<file path="src/rtl/apb_pkg.sv">
// Shared types and helpers for the task_3_abp APB slaves.
package apb_pkg;

  typedef enum logic {
    ST_IDLE   = 1'b0,
    ST_ACCESS = 1'b1
  } state_t;

  typedef enum logic [1:0] {
    CLS_RW  = 2'd0,
    CLS_RO  = 2'd1,
    CLS_ERR = 2'd2
  } addr_cls_t;

  // Ceiling log2, never below 1 so a counter/index always has at least one bit.
  function automatic int clog2(input int n);
    int w;
    w = 1;
    while ((1 << w) < n) w++;
    return w;
  endfunction

endpackage

</file>
<file path="src/rtl/apb_addr_decode.sv">
// Classifies a word address into RW bank, RO status window or unmapped.
module apb_addr_decode
  import apb_pkg::*;
#(
  parameter int AWIDTH           = 4,
  parameter int REGWN            = 5,
  parameter int REGRN            = 3,
  parameter int REGR_ADDR_OFFSET = 5,
  parameter int RW_IW            = clog2(REGWN)
) (
  input  logic [AWIDTH-1:0] addr,
  output addr_cls_t         cls,
  output logic [RW_IW-1:0]  rw_idx,
  output logic [REGRN-1:0]  ro_idx
);

  int a;

  // NOTE: every output gets a default before any branch, so no latch can be inferred.
  always_comb begin
    a      = int'(addr);
    cls    = CLS_ERR;
    rw_idx = RW_IW'(a);
    ro_idx = REGRN'(a - REGR_ADDR_OFFSET);
    // RW is tested first so it wins when the two windows overlap.
    if (a < REGWN) begin
      cls = CLS_RW;
    end else if (a >= REGR_ADDR_OFFSET && a < REGR_ADDR_OFFSET + REGRN) begin
      cls = CLS_RO;
    end
  end

endmodule

</file>
<file path="src/rtl/apb_reg_ctrl.sv">
// APB3 slave front-end: owns the RW config bank and forwards RO reads to the status block.
module apb_reg_ctrl
  import apb_pkg::*;
#(
  parameter int AWIDTH           = 4,
  parameter int DWIDTH           = 8,
  parameter int REGWN            = 5,
  parameter int REGRN            = 3,
  parameter int REGR_ADDR_OFFSET = 5,
  parameter int WAIT_STATES      = 0
) (
  input  logic                    PCLK,
  input  logic                    PRESETn,
  input  logic                    PSEL,
  input  logic                    PENABLE,
  input  logic                    PWRITE,
  input  logic [AWIDTH-1:0]       PADDR,
  input  logic [DWIDTH-1:0]       PWDATA,
  output logic                    PREADY,
  output logic                    PSLVERR,
  output logic [DWIDTH-1:0]       PRDATA,
  output logic [REGRN-1:0]        pselr,
  input  logic [DWIDTH-1:0]       regr_prdata,
  output logic [REGWN*DWIDTH-1:0] regw_q,
  output logic [REGWN-1:0]        regw_wr_stb
);

  localparam int CNT_W = clog2(WAIT_STATES + 1);
  localparam int RW_IW = clog2(REGWN);
  localparam logic [CNT_W-1:0] CNT_LAST = CNT_W'(WAIT_STATES);

  state_t             state;
  addr_cls_t          dec_cls;
  addr_cls_t          cls_q;
  logic [RW_IW-1:0]   dec_rw_idx;
  logic [RW_IW-1:0]   rw_idx_q;
  logic [REGRN-1:0]   dec_ro_idx;
  logic               wr_q;
  logic [CNT_W-1:0]   cnt;
  logic [DWIDTH-1:0]  regw [REGWN];
  logic               access_done;
  logic               commit;

  apb_addr_decode #(
    .AWIDTH          (AWIDTH),
    .REGWN           (REGWN),
    .REGRN           (REGRN),
    .REGR_ADDR_OFFSET(REGR_ADDR_OFFSET),
    .RW_IW           (RW_IW)
  ) u_decode (
    .addr  (PADDR),
    .cls   (dec_cls),
    .rw_idx(dec_rw_idx),
    .ro_idx(dec_ro_idx)
  );

  assign access_done = (state == ST_ACCESS) && (cnt == CNT_LAST) && PSEL && PENABLE;
  assign commit      = access_done && wr_q && (cls_q == CLS_RW);

  // NOTE: all state uses non-blocking assignments so every register samples pre-edge values.
  always_ff @(posedge PCLK or negedge PRESETn) begin
    if (!PRESETn) begin
      state       <= ST_IDLE;
      cnt         <= '0;
      cls_q       <= CLS_ERR;
      rw_idx_q    <= '0;
      wr_q        <= 1'b0;
      pselr       <= '0;
      regw_wr_stb <= '0;
      // NOTE: the config bank is software-visible, so it is reset like any other register.
      for (int i = 0; i < REGWN; i++) regw[i] <= '0;
    end else begin
      regw_wr_stb <= '0;
      case (state)
        ST_IDLE: begin
          // PENABLE high without a preceding SETUP is a protocol error and is ignored.
          if (PSEL && !PENABLE) begin
            state    <= ST_ACCESS;
            cnt      <= '0;
            wr_q     <= PWRITE;
            cls_q    <= dec_cls;
            rw_idx_q <= dec_rw_idx;
            if (dec_cls == CLS_RO) pselr <= dec_ro_idx;
          end
        end
        ST_ACCESS: begin
          if (!PSEL) begin
            state <= ST_IDLE;
          end else if (access_done) begin
            state <= ST_IDLE;
            if (commit) begin
              regw[rw_idx_q]        <= PWDATA;
              regw_wr_stb[rw_idx_q] <= 1'b1;
            end
          end else if (cnt != CNT_LAST) begin
            cnt <= cnt + CNT_W'(1);
          end
        end
        default: state <= ST_IDLE;
      endcase
    end
  end

  always_comb begin
    regw_q = '0;
    for (int i = 0; i < REGWN; i++) regw_q[i*DWIDTH +: DWIDTH] = regw[i];
  end

  assign PREADY  = access_done;
  assign PSLVERR = access_done && ((cls_q == CLS_ERR) || (wr_q && cls_q == CLS_RO));

  always_comb begin
    PRDATA = '0;
    if (access_done && !wr_q) begin
      case (cls_q)
        CLS_RW:  PRDATA = regw[rw_idx_q];
        CLS_RO:  PRDATA = regr_prdata;
        default: PRDATA = '0;
      endcase
    end
  end

endmodule

</file>
<file path="config.mk">
export PLATFORM = sky130hd
export DESIGN_NAME = apb_reg_ctrl
export DESIGN_NICKNAME = d
export VERILOG_FILES = /design/src/rtl/apb_pkg.sv /design/src/rtl/apb_addr_decode.sv /design/src/rtl/apb_reg_ctrl.sv
export SDC_FILE = /design/constraint.sdc
export NUM_CORES = 1
export LEC_CHECK = 0
export CAP_MARGIN = 10
export CORE_AREA = 2 2 84 86
export CTS_CLUSTER_DIAMETER = 30
export DETAILED_ROUTE_END_ITERATION = 7
export DIE_AREA = 0 0 86 88
export PLACE_DENSITY = 0.7
export SYNTH_ARGS = -nofsm -noshare
export SYNTH_HDL_FRONTEND = slang
export SYNTH_SLANG_ARGS = --single-unit
</file>
<file path="constraint.sdc">
create_clock -name PCLK -period 4.1 [get_ports PCLK]
set_input_delay 0.41 -clock PCLK [delete_from_list [all_inputs] [get_ports PCLK]]
set_output_delay 0.41 -clock PCLK [all_outputs]
set_load 0.02 [all_outputs]
</file>
# Word-level counts from Yosys, hierarchy flattened
# Index checks and enable logic that the tools add are counted.
[op_classes] n_addsub=2 magnitude_cmp=7 eq_ne=6 n_mux=25 bitwise=3 n_reduce_logical=20
[op_table] cell="40-bit bitwise mux" n=1
[op_table] cell="8-bit 2-to-1 mux" n=4
[op_table] cell="8-bit binary-select mux with 3-bit select" n=1
[op_table] cell="8-bit demux with 3-bit select" n=1
[op_table] cell="5-bit 2-to-1 mux" n=4
[op_table] cell="8-bit one-hot mux with 2 select lines" n=1
[op_table] cell="1-bit logical AND" n=12
[op_table] cell="1-bit 2-to-1 mux" n=8
[op_table] cell="2-bit != test, second input constant" n=3
[op_table] cell="3-bit AND reduction" n=2
[op_table] cell="2-bit by 1-bit == test with 1-bit output, second input constant" n=2
[op_table] cell="4-bit by 3-bit >= comparator with 1-bit output, second input constant" n=1
[op_table] cell="4-bit >= comparator, second input constant" n=1
[op_table] cell="3-bit by 4-bit < comparator with 1-bit output, second input constant" n=1
[op_table] cell="4-bit by 1-bit < comparator with 1-bit output, second input constant" n=1
[op_table] cell="4-bit by 3-bit < comparator with 1-bit output, second input constant" n=1
[op_table] cell="4-bit < comparator, second input constant" n=1
[op_table] cell="2-bit 2-to-1 mux" n=2
[op_table] cell="3-bit NOT with 4-bit output" n=1
[op_table] cell="1-bit one-hot mux with 2 select lines" n=2
[op_table] cell="4-bit AND reduction" n=1
[op_table] cell="1-bit demux with 3-bit select" n=1
[op_table] cell="3-bit by 1-bit >= comparator with 1-bit output, second input constant" n=1
[op_table] cell="3-bit subtractor, second input constant" n=1
[op_table] cell="other kinds (7)" n=9
[word_totals] reg_bits=56 out_inout_bits=58 word_cells=75

# Longest topological paths before layout
# Gate-level depths: netlist of the first run.
[depth] depth_word=10 depth_mapped=6 depth_no_buf=6

# Modules after synthesis
# From an unflattened synthesis of the first run, not the netlist that was laid out.
[unflattened] cells_unflattened=209 area_unflattened_um2=2647.5
[modules_own_cells] module="apb_reg_ctrl" n_inst=1 cells_each=199 area_per_inst_um2=2576.2
[modules_own_cells] module="apb_addr_decode" n_inst=1 cells_each=10 area_per_inst_um2=71.3

# Worst setup path before layout of the first run
# Ideal clock, no wire load.
[synth_timing] path_type="register to output" startpoint="register rw_idx_q[1]" endpoint="output PRDATA[1]" t_arrival_ps=1560 setup_slack_ps=2130 path_stages_with_launch=7 cell_sequence="dfrtp_1 clkbuf_1 clkbuf_1 nand3b_1 a21oi_1 a221oi_1 a21oi_1"
[synth_between] elab_chain_len=6
[synth_rtl] item="from (decl)" line_no="apb_reg_ctrl.sv:36" rtl="logic [RW_IW-1:0] rw_idx_q;"
[synth_rtl] item="from (signal assigned)" line_no="apb_reg_ctrl.sv:82" rtl="rw_idx_q <= dec_rw_idx;"
[synth_rtl] item="3-bit NOT with 4-bit output (implied by the code)" line_no="apb_reg_ctrl.sv:116" rtl="CLS_RW: PRDATA = regw[rw_idx_q];"
[synth_rtl] item="8-bit binary-select mux with 3-bit select" line_no="apb_reg_ctrl.sv:116"
[synth_rtl] item="8-bit 2-to-1 mux (implied by the code) (2 in series)" line_no="apb_reg_ctrl.sv:116"
[synth_rtl] item="8-bit one-hot mux with 2 select lines" line_no="apb_reg_ctrl.sv:115" rtl="case (cls_q)"
[synth_rtl] item="8-bit 2-to-1 mux" line_no="apb_reg_ctrl.sv:114" rtl="if (access_done && !wr_q) begin"
[synth_rtl] item="to (decl)" line_no="apb_reg_ctrl.sv:21" rtl="output logic [DWIDTH-1:0] PRDATA,"
# No other way between the ends. The select of a mux whose other input is x is not followed.

# Final worst setup path of the first run
[layout_timing] startpoint="register rw_idx_q[1]" endpoint="output PRDATA[4]"
# The elaborated chain is that of the path after synthesis.

==> impl_metrics.tcl, run 1 <==
set metrics [dict create \
    outcome "finished, final reports clean" \
    grt_use_total_pct 17.1 \
    leakage_nw 1.61 \
    end_kind "output port" \
    rows 30 \
    placed_cells 358 \
    synth_xor_area_share_pct 0 \
    period_share_pct 79.6 \
    wl_um 6370 \
    post_drt_wl_per_cell_um 17.4 \
    slew_violations 0 \
    fin_cells 366 \
    yosys-mux-area-fraction_pct 25.7 \
    dr.first_iter.drc_count 106 \
    num_io_pins 83 \
    start_util_pct 39.4 \
    fp.dieH_um 88 \
    final_common_cell "clkdlybuf4s50_1" \
    grt_pass1_vias 1918 \
    gp_congestion 0.750 \
    ys_seq_area_share_pct 52.6 \
    coreArea_mm2 0.00664 \
    synth_nets 231 \
    antenna_found_initial 0 \
    cts_resized 0 \
    p_seq_share_pct 52.1 \
    clkSlewWorstSetupHoldPaths_ns 0.10 \
    cts-root-buf "clkbuf_8" \
    diodes 0 \
    overflow 0 \
    slew-limit-headroom_pct 39.8 \
    internal_power_mw 0.896 \
    vias 1910 \
    drive_gt1_share_pct 23.1 \
    crit_buf_inv 1 \
    cts_max_level 2 \
    p_switching_mw 0.382 \
    cts.hold.buffers_added 0 \
    synth_fa_ha_area_share_pct 0.478 \
    synth-seq-cells 55 \
    via_per_inst 5.22 \
    min_period_ns 3.26 \
    areaGrowthSynthToFinish_pct 37.0 \
    ys_warn_count 0 \
    r2r_end "regw_q[25]$_DFFE_PN0P_" \
    cts_made_buffers 5 \
    swShare_pct 29.9 \
    regToRegSetupSlack_ns 1.50 \
    seq_area_mm2 0.00138 \
    worstPathCellList "nor3b_1 > a32oi_1 > a31oi_1 > clkdlybuf4s50_1" \
    fmax_ghz 0.307 \
    tightest_slew_ns 0.903 \
    grt_pass1_wl_um 9830 \
    cts_tree "built" \
    worstPathMaxFanout 28 \
    cp.required_ns 3.69 \
    r2r_cells 3 \
    drc 0 \
    post-cts-setup-buffers 0 \
    port_buffers 82 \
    die_w_um 86 \
    ir_worst_vdd_v 0.000196 \
    synthSimpleGateAreaFrac_pct 8.83 \
    setup_tns_ns 0 \
    cp.depth 4 \
    dr.pass1.iters 4 \
    fill_cells 598 \
    max_stage_delay_ns 0.76 \
    synth_top_family_by_area "multiplexers" \
    p_clk_share_pct 24.9 \
    r2r_start "rw_idx_q[0]$_DFFE_PN0P_" \
    rsz0062_at_grt "false" \
    cp_top_family "simple AND/OR/NAND/NOR gates" \
    multi_input_area_mm2 0.00116 \
    hold_violations 0 \
    syn_inst 205 \
    dieArea_mm2 0.00757 \
    synth_compound_area_share_pct 9.17 \
    p_per_area_mw_per_mm2 356 \
    grt_start_max_net_pins 56 \
    start_kind "flop" \
    cp_slowest_cell "nor3b_1" \
    whs_ns 0.222 \
    utilization_pct 54.0 \
    setup_violations 0 \
    finalClockSkew_ns 0.0141 \
    pwr-share-comb_pct 23.1 \
    arrival_ns 2.85 \
    synth_area_mm2 0.00262 \
    clock_latency_ns 0.31 \
    ys_types 36 \
    cap_violations 0 \
    syn_area_per_cell_um2 12.8 \
    dp_hpwl_um 4430 \
    ant_nets 0 \
    nNetsFinal 311 \
    crit_type "flop to output port" \
    final_cell_mix "clkdlybuf4s50_1, dfrtp_1, mux2_2" \
    cts.sinks 55 \
    clk_path_buf_depth 2 \
    hold_path_class "primary input to asynchronous set/reset pin" \
]
[cell usage after synthesis, drive strengths merged]
library cell  number  area, um^2
o21a               2        15.0
dfstp              1        26.3
mux2              51         634
clkbuf             7        26.3
ha                 1        12.5
nor2               1        3.75
nor3               3        15.0
nor4b              1        8.76
a21oi             11        55.1
dfrtp             54        1350
inv                6        22.5
nand2              5        18.8
a31oi              4        25.0
nor2b              1        6.26
a221oi             2        17.5
o22a               2        17.5
clkinv             1        3.75
o21ai             15        75.1
nand3b             6        45.0
and2               1        6.26
a32oi              4        35.0
mux2i              4        40.0
and2b              1        7.51
nor3b              2        20.0
nor4               1        6.26
nand3              3        20.0
buf                4        31.3
or3                3        23.8
or2                1        6.26
nand2b             7        43.8
[logic make-up (layout without fill, tap and decap cells)]
| family | count (synthesis) | after routing |
|---|---|---|
| AOI/OAI and AO/OA | 40 | 40 |
| muxes | 55 | 55 |
| buffers and inverters | 18 | 99 |
| and+or+nand+nor | 36 | 36 |
| DFF | 55 | 55 |
| adders and majority gates | 1 | 1 |
[how the worst max path moves through the flow]
stage,startpoint,end,slack [ns]
after floorplan,rw_idx_q[1]$_DFFE_PN0P_,PRDATA[1],2.13
after global placement,rw_idx_q[1]$_DFFE_PN0P_,PRDATA[5],1.29
after detailed placement,rw_idx_q[1]$_DFFE_PN0P_,PRDATA[5],1.26
after CTS,rw_idx_q[1]$_DFFE_PN0P_,PRDATA[4],0.86
after global routing,rw_idx_q[1]$_DFFE_PN0P_,PRDATA[5],0.63
final,rw_idx_q[1]$_DFFE_PN0P_,PRDATA[4],0.84
[through the flow]
step	total power, mW	setup slack [ns]	cell area [um^2]
final	1.28	0.838	3590
after floorplan	0.821	2.13	2620
after global placement	0.967	1.29	3490
after CTS	1.28	0.860	3590
after detailed placement	0.972	1.26	3490
after global routing	1.34	0.635	3590
[power by group through the flow]
stage / Combinational (mW) / Sequential [mW] / Clock (mW)
3_5_place_dp: 0.297 / 0.676 / 0
5_1_grt: 0.316 / 0.676 / 0.344
6_report: 0.295 / 0.665 / 0.318
4_1_cts: 0.298 / 0.665 / 0.321
3_3_place_gp: 0.293 / 0.674 / 0
2_1_floorplan: 0.136 / 0.685 / 0
[metal layers]
metal	part of all wire [%]	up-vias	track usage (%)
met4	2.7	0	7.22
li1	-	911	-
met5	0	-	0
met2	47	62	26.9
met1	46	922	23.3
met3	4.3	15	3.39
[layout make-up]
type	count	share of cell area, %
clock buffers	7	2.41
flip-flops and latches	55	38.4
repair buffers	84	23.2
clock inverters	1	0.244
multi-input cells	132	32.3
inverters	7	0.732
well taps	80	2.79
[registers in the layout (all words and copies together), names as in the netlist]
register / cells
regw_q: 40
state: 1
cls_q: 2
pselr: 3
regw_wr_stb: 5
rw_idx_q: 3
wr_q: 1
(Power assumes the default switching activity.)
==> run 2, diff against run 1 <==
==> constraint.sdc (replaced) <==
create_clock -name PCLK -period 3.2 [get_ports PCLK]
set_input_delay 0.32 -clock PCLK [delete_from_list [all_inputs] [get_ports PCLK]]
set_output_delay 0.32 -clock PCLK [all_outputs]
set_load 0.02 [all_outputs]
==> impl_metrics.tcl, run 2 (synthesized netlist as in run 1, its figures left out) <==
set metrics [dict create \
    port_buffers 82 \
    areaGrowthSynthToFinish_pct 38.7 \
    leakage_nw 1.64 \
    cap_violations 0 \
    gp_congestion 0.821 \
    slew_violations 0 \
    final_common_cell "clkdlybuf4s50_1" \
    fp.dieH_um 88 \
    nNetsFinal 314 \
    wl_um 6520 \
    via_per_inst 5.26 \
    setup_violations 0 \
    coreArea_mm2 0.00664 \
    dp_slack_ns 0.601 \
    end_kind "output port" \
    worstPathMaxFanout 16 \
    fin_ws_ns 0.255 \
    drc 0 \
    post-cts-setup-buffers 0 \
    tightest_slew_ns 0.762 \
    num_io_pins 83 \
    period_share_pct 92.0 \
    diodes 0 \
    outcome "finished, final reports clean" \
    start_util_pct 39.4 \
    die_w_um 86 \
    rows 30 \
    vias 1940 \
    internal_power_mw 1.23 \
    start_kind "flop" \
    clk_path_buf_depth 2 \
    p_switching_mw 0.485 \
    pwr-share-comb_pct 23.7 \
    dr.pass1.iters 4 \
    p_per_area_mw_per_mm2 472 \
    clock_latency_ns 0.31 \
    ir_worst_vdd_v 0.000245 \
    finalClockSkew_ns 0.00525 \
    cts_tree "built" \
    p_seq_share_pct 48.7 \
    grt_use_total_pct 18.2 \
    arrival_ns 2.62 \
    setup_tns_ns 0 \
    dp_hpwl_um 4620 \
    antenna_found_initial 0 \
    min_period_ns 2.94 \
    final_cell_mix "clkdlybuf4s50_1, dfrtp_1, mux2_2" \
    cp_slowest_cell "dfrtp_1" \
    rsz0062_at_grt "false" \
    cp.required_ns 2.88 \
    cts_made_buffers 5 \
    hold_violations 0 \
    overflow 0 \
    grt_pass1_wl_um 10500 \
    dr.first_iter.drc_count 111 \
    max_stage_delay_ns 0.67 \
    slew-limit-headroom_pct 49.2 \
    drive_gt1_share_pct 24.2 \
    hold_path_class "primary input to asynchronous set/reset pin" \
    dieArea_mm2 0.00757 \
    worstPathCellList "nor2b_1 > a221oi_1 > a21oi_1 > clkdlybuf4s50_1" \
    crit_type "flop to output port" \
    cts.sinks 55 \
    cts-root-buf "clkbuf_8" \
    swShare_pct 28.3 \
    grt_start_max_net_pins 35 \
    clkSlewWorstSetupHoldPaths_ns 0.09 \
    grt_pass1_vias 2011 \
    cts.hold.buffers_added 0 \
    cts_resized 0 \
    fmax_ghz 0.340 \
    largest_register_ffs 40 \
    p_clk_share_pct 27.6 \
    ant_nets 0 \
    cts_max_level 2 \
    post_drt_wl_per_cell_um 17.7 \
]
-- run 2: critical path, delay by kind of cell, from the launching register on --
family / cells / cell delay [ns]
DFF: 1 / 0.67
AOI/OAI and AO/OA: 2 / 0.43
and+or+nand+nor: 1 / 0.59
buffers and inverters: 1 / 0.63
-- run 2: power groups by stage --
stage | clock (mW) | combinational [mW] | sequential [mW]
global route | 0.522 | 0.440 | 0.848
global placement | 0 | 0.405 | 0.846
floorplan | 0 | 0.175 | 0.877
CTS | 0.494 | 0.413 | 0.835
detailed placement | 0 | 0.412 | 0.849
finish | 0.473 | 0.408 | 0.836
-- run 2: stage by stage --
step                power (mW)  instances  hold slack (ns)  util [%]  instance area [um^2]
finish                    1.72        369           0.0770      54.7                  3630
global placement          1.25        361            0.442      52.9                  3520
floorplan                 1.05        205           0.0244         -                  2620
CTS                       1.74        369            0.106      54.7                  3630
detailed placement        1.26        361            0.444      52.9                  3520
global route              1.81        369            0.126      54.7                  3630
-- run 2: routing by layer --
layer / vias up / part of all wire [%] / track usage [%]
met1: 958 / 46 / 23.6
met3: 5 / 5.1 / 4.34
met5: - / 0 / 0
met4: 0 / 0.71 / 4.47
li1: 917 / - / -
met2: 60 / 48 / 30.9
-- run 2: worst paths after layout --
check                                   startpoint                     end  cells past startpoint  slack, ns
min in group PCLK             pselr[2]$_DFFE_PN0P_    pselr[2]$_DFFE_PN0P_                      1       0.50
setup / recovery           rw_idx_q[0]$_DFFE_PN0P_               PRDATA[1]                      4       0.26
hold / removal                             PRESETn  regw_q[17]$_DFFE_PN0P_                      1       0.08
max in group asynchronous                  PRESETn  regw_q[29]$_DFFE_PN0P_                      2       2.34
setup reg to reg           rw_idx_q[0]$_DFFE_PN0P_  regw_q[29]$_DFFE_PN0P_                      3       0.78
hold reg to reg               pselr[2]$_DFFE_PN0P_    pselr[2]$_DFFE_PN0P_                      1       0.50
-- run 2: final cells by class --
class,instances,area [um^2]
Clock buffer,6,82.6
Fill cell,594,3010
Multi-Input combinational cell,132,1160
Sequential cell,55,1380
Clock inverter,2,35.0
Inverter,7,26.3
Tap cell,80,100
Timing Repair Buffer,87,853
==> run 3, diff against run 2 <==
==> constraint.sdc (replaced) <==
create_clock -name PCLK -period 3.2 [get_ports PCLK]
set_input_delay 0.64 -clock PCLK [delete_from_list [all_inputs] [get_ports PCLK]]
set_output_delay 0.64 -clock PCLK [all_outputs]
set_load 0.02 [all_outputs]
==> impl_metrics.tcl, run 3 (synthesized netlist as in run 1, its figures left out) <==
set metrics [dict create \
    cts_tree "built" \
    areaGrowthSynthToFinish_pct 42.3 \
    placed_cells 369 \
    cts_resized 0 \
    hold_path_class "primary input to asynchronous set/reset pin" \
    start_kind "flop" \
    cts_max_level 2 \
    post-cts-setup-buffers 0 \
    cts.hold.buffers_added 0 \
    rows 30 \
    arrival_ns 2.16 \
    clkSlewWorstSetupHoldPaths_ns 0.10 \
    final_common_cell "clkdlybuf4s50_1" \
    coreArea_mm2 0.00664 \
    hold_violations 0 \
    wl_um 6640 \
    outcome "finished, final reports clean" \
    setup_violations 0 \
    clk_path_buf_depth 2 \
    start_util_pct 39.4 \
    r2r_cells 5 \
    grt_pass1_wl_um 10700 \
    grt_pass1_vias 2013 \
    slew-limit-headroom_pct 42.5 \
    grt_start_max_net_pins 40 \
    leakage_nw 1.83 \
    dp_hpwl_um 4800 \
    antenna_found_initial 0 \
    fmax_ghz 0.357 \
    tightest_slew_ns 0.862 \
    vias 1930 \
    worstPathCellList "clkinv_1 > or2_2 > a21oi_1 > clkdlybuf4s50_1" \
    crit_type "flop to output port" \
    ant_nets 0 \
    post_drt_wl_per_cell_um 17.6 \
    drive_gt1_share_pct 25.9 \
    setup_tns_ns 0 \
    gp_congestion 0.752 \
    grt_use_total_pct 18.4 \
    worstPathMaxFanout 12 \
    min_period_ns 2.80 \
    diodes 0 \
    num_io_pins 83 \
    fin_cells 377 \
    cp.required_ns 2.56 \
    regToRegSetupSlack_ns 1.05 \
    cts.sinks 55 \
    max_stage_delay_ns 0.62 \
    r2r_start "state$_DFF_PN0_" \
    slew_violations 0 \
    final_cell_mix "clkdlybuf4s50_1, dfrtp_1, mux2_2" \
    cts_made_buffers 5 \
    die_w_um 86 \
    largest_register_ffs 40 \
    period_share_pct 87.5 \
    port_buffers 82 \
    rsz0062_at_grt "false" \
    ir_worst_vdd_v 0.000196 \
    cp_slowest_cell "clkdlybuf4s50_1" \
    fill_cells 573 \
    finalClockSkew_ns 0.00845 \
    drc 0 \
    fp.dieH_um 88 \
    overflow 0 \
    p_per_area_mw_per_mm2 481 \
    cts-root-buf "clkbuf_8" \
    end_kind "output port" \
    dieArea_mm2 0.00757 \
    via_per_inst 5.12 \
    r2r_end "regw_q[21]$_DFFE_PN0P_" \
    clock_latency_ns 0.31 \
    dr.first_iter.drc_count 89 \
    nNetsFinal 322 \
    whs_ns 0.435 \
    cap_violations 0 \
    dr.pass1.iters 4 \
]
run 3: stage by stage:
step | power, mW | util, % | area, um^2 | worst slack, ns
floorplan | 1.05 | - | 2620 | 0.925
global placement | 1.27 | 53.8 | 3580 | 0.0385
detailed placement | 1.28 | 53.8 | 3580 | 0.0452
CTS | 1.81 | 55.8 | 3710 | 0.0440
global route | 1.88 | 56.1 | 3730 | 0.267
finish | 1.79 | 56.1 | 3730 | 0.401
run 3: cell type report:
type	count	area [um^2]	share of cell area, %
clock inverter	2	60.1	1.61
tap	80	100	2.68
inverter	7	26.3	0.705
timing repair buffer	95	933	25.0
sequential	55	1380	36.9
clock buffer	6	72.6	1.95
multi-input combinational	132	1160	31.1
run 3: report_power, final:
group	switching, mW	internal [mW]	leakage (nW)
clock network	0.223	0.313	0.0654
logic	0.199	0.229	1.02
registers	0.0714	0.760	0.746
run 3: how the worst max path moves through the flow:
stage	start	endpoint	slack, ns	cells after the start
2_1_floorplan	PENABLE	PRDATA[3]	0.92	4
3_3_place_gp	PSEL	PRDATA[0]	0.04	7
3_5_place_dp	PSEL	PRDATA[0]	0.05	7
4_1_cts	PSEL	PRDATA[0]	0.04	7
5_1_grt	PSEL	PRDATA[0]	0.27	7
6_report	cls_q[0]$_DFFE_PN0P_	PSLVERR	0.40	4
run 3: routing by layer:
metal | vias to the layer above | wire length, um | track usage (%)
met2 | 51 | 3120 | 29.5
met4 | 0 | 55 | 3.90
met3 | 6 | 330 | 4.43
met5 | - | 0 | 0
met1 | 952 | 3130 | 25.7
li1 | 921 | - | -
run 3: critical path, delay by kind of cell (launching register included):
kind	cells	cell delay, ns
flip-flops	1	0.39
buffers and inverters	2	0.93
AND/OR/NAND/NOR	1	0.41
AO/OA/AOI/OAI	1	0.13
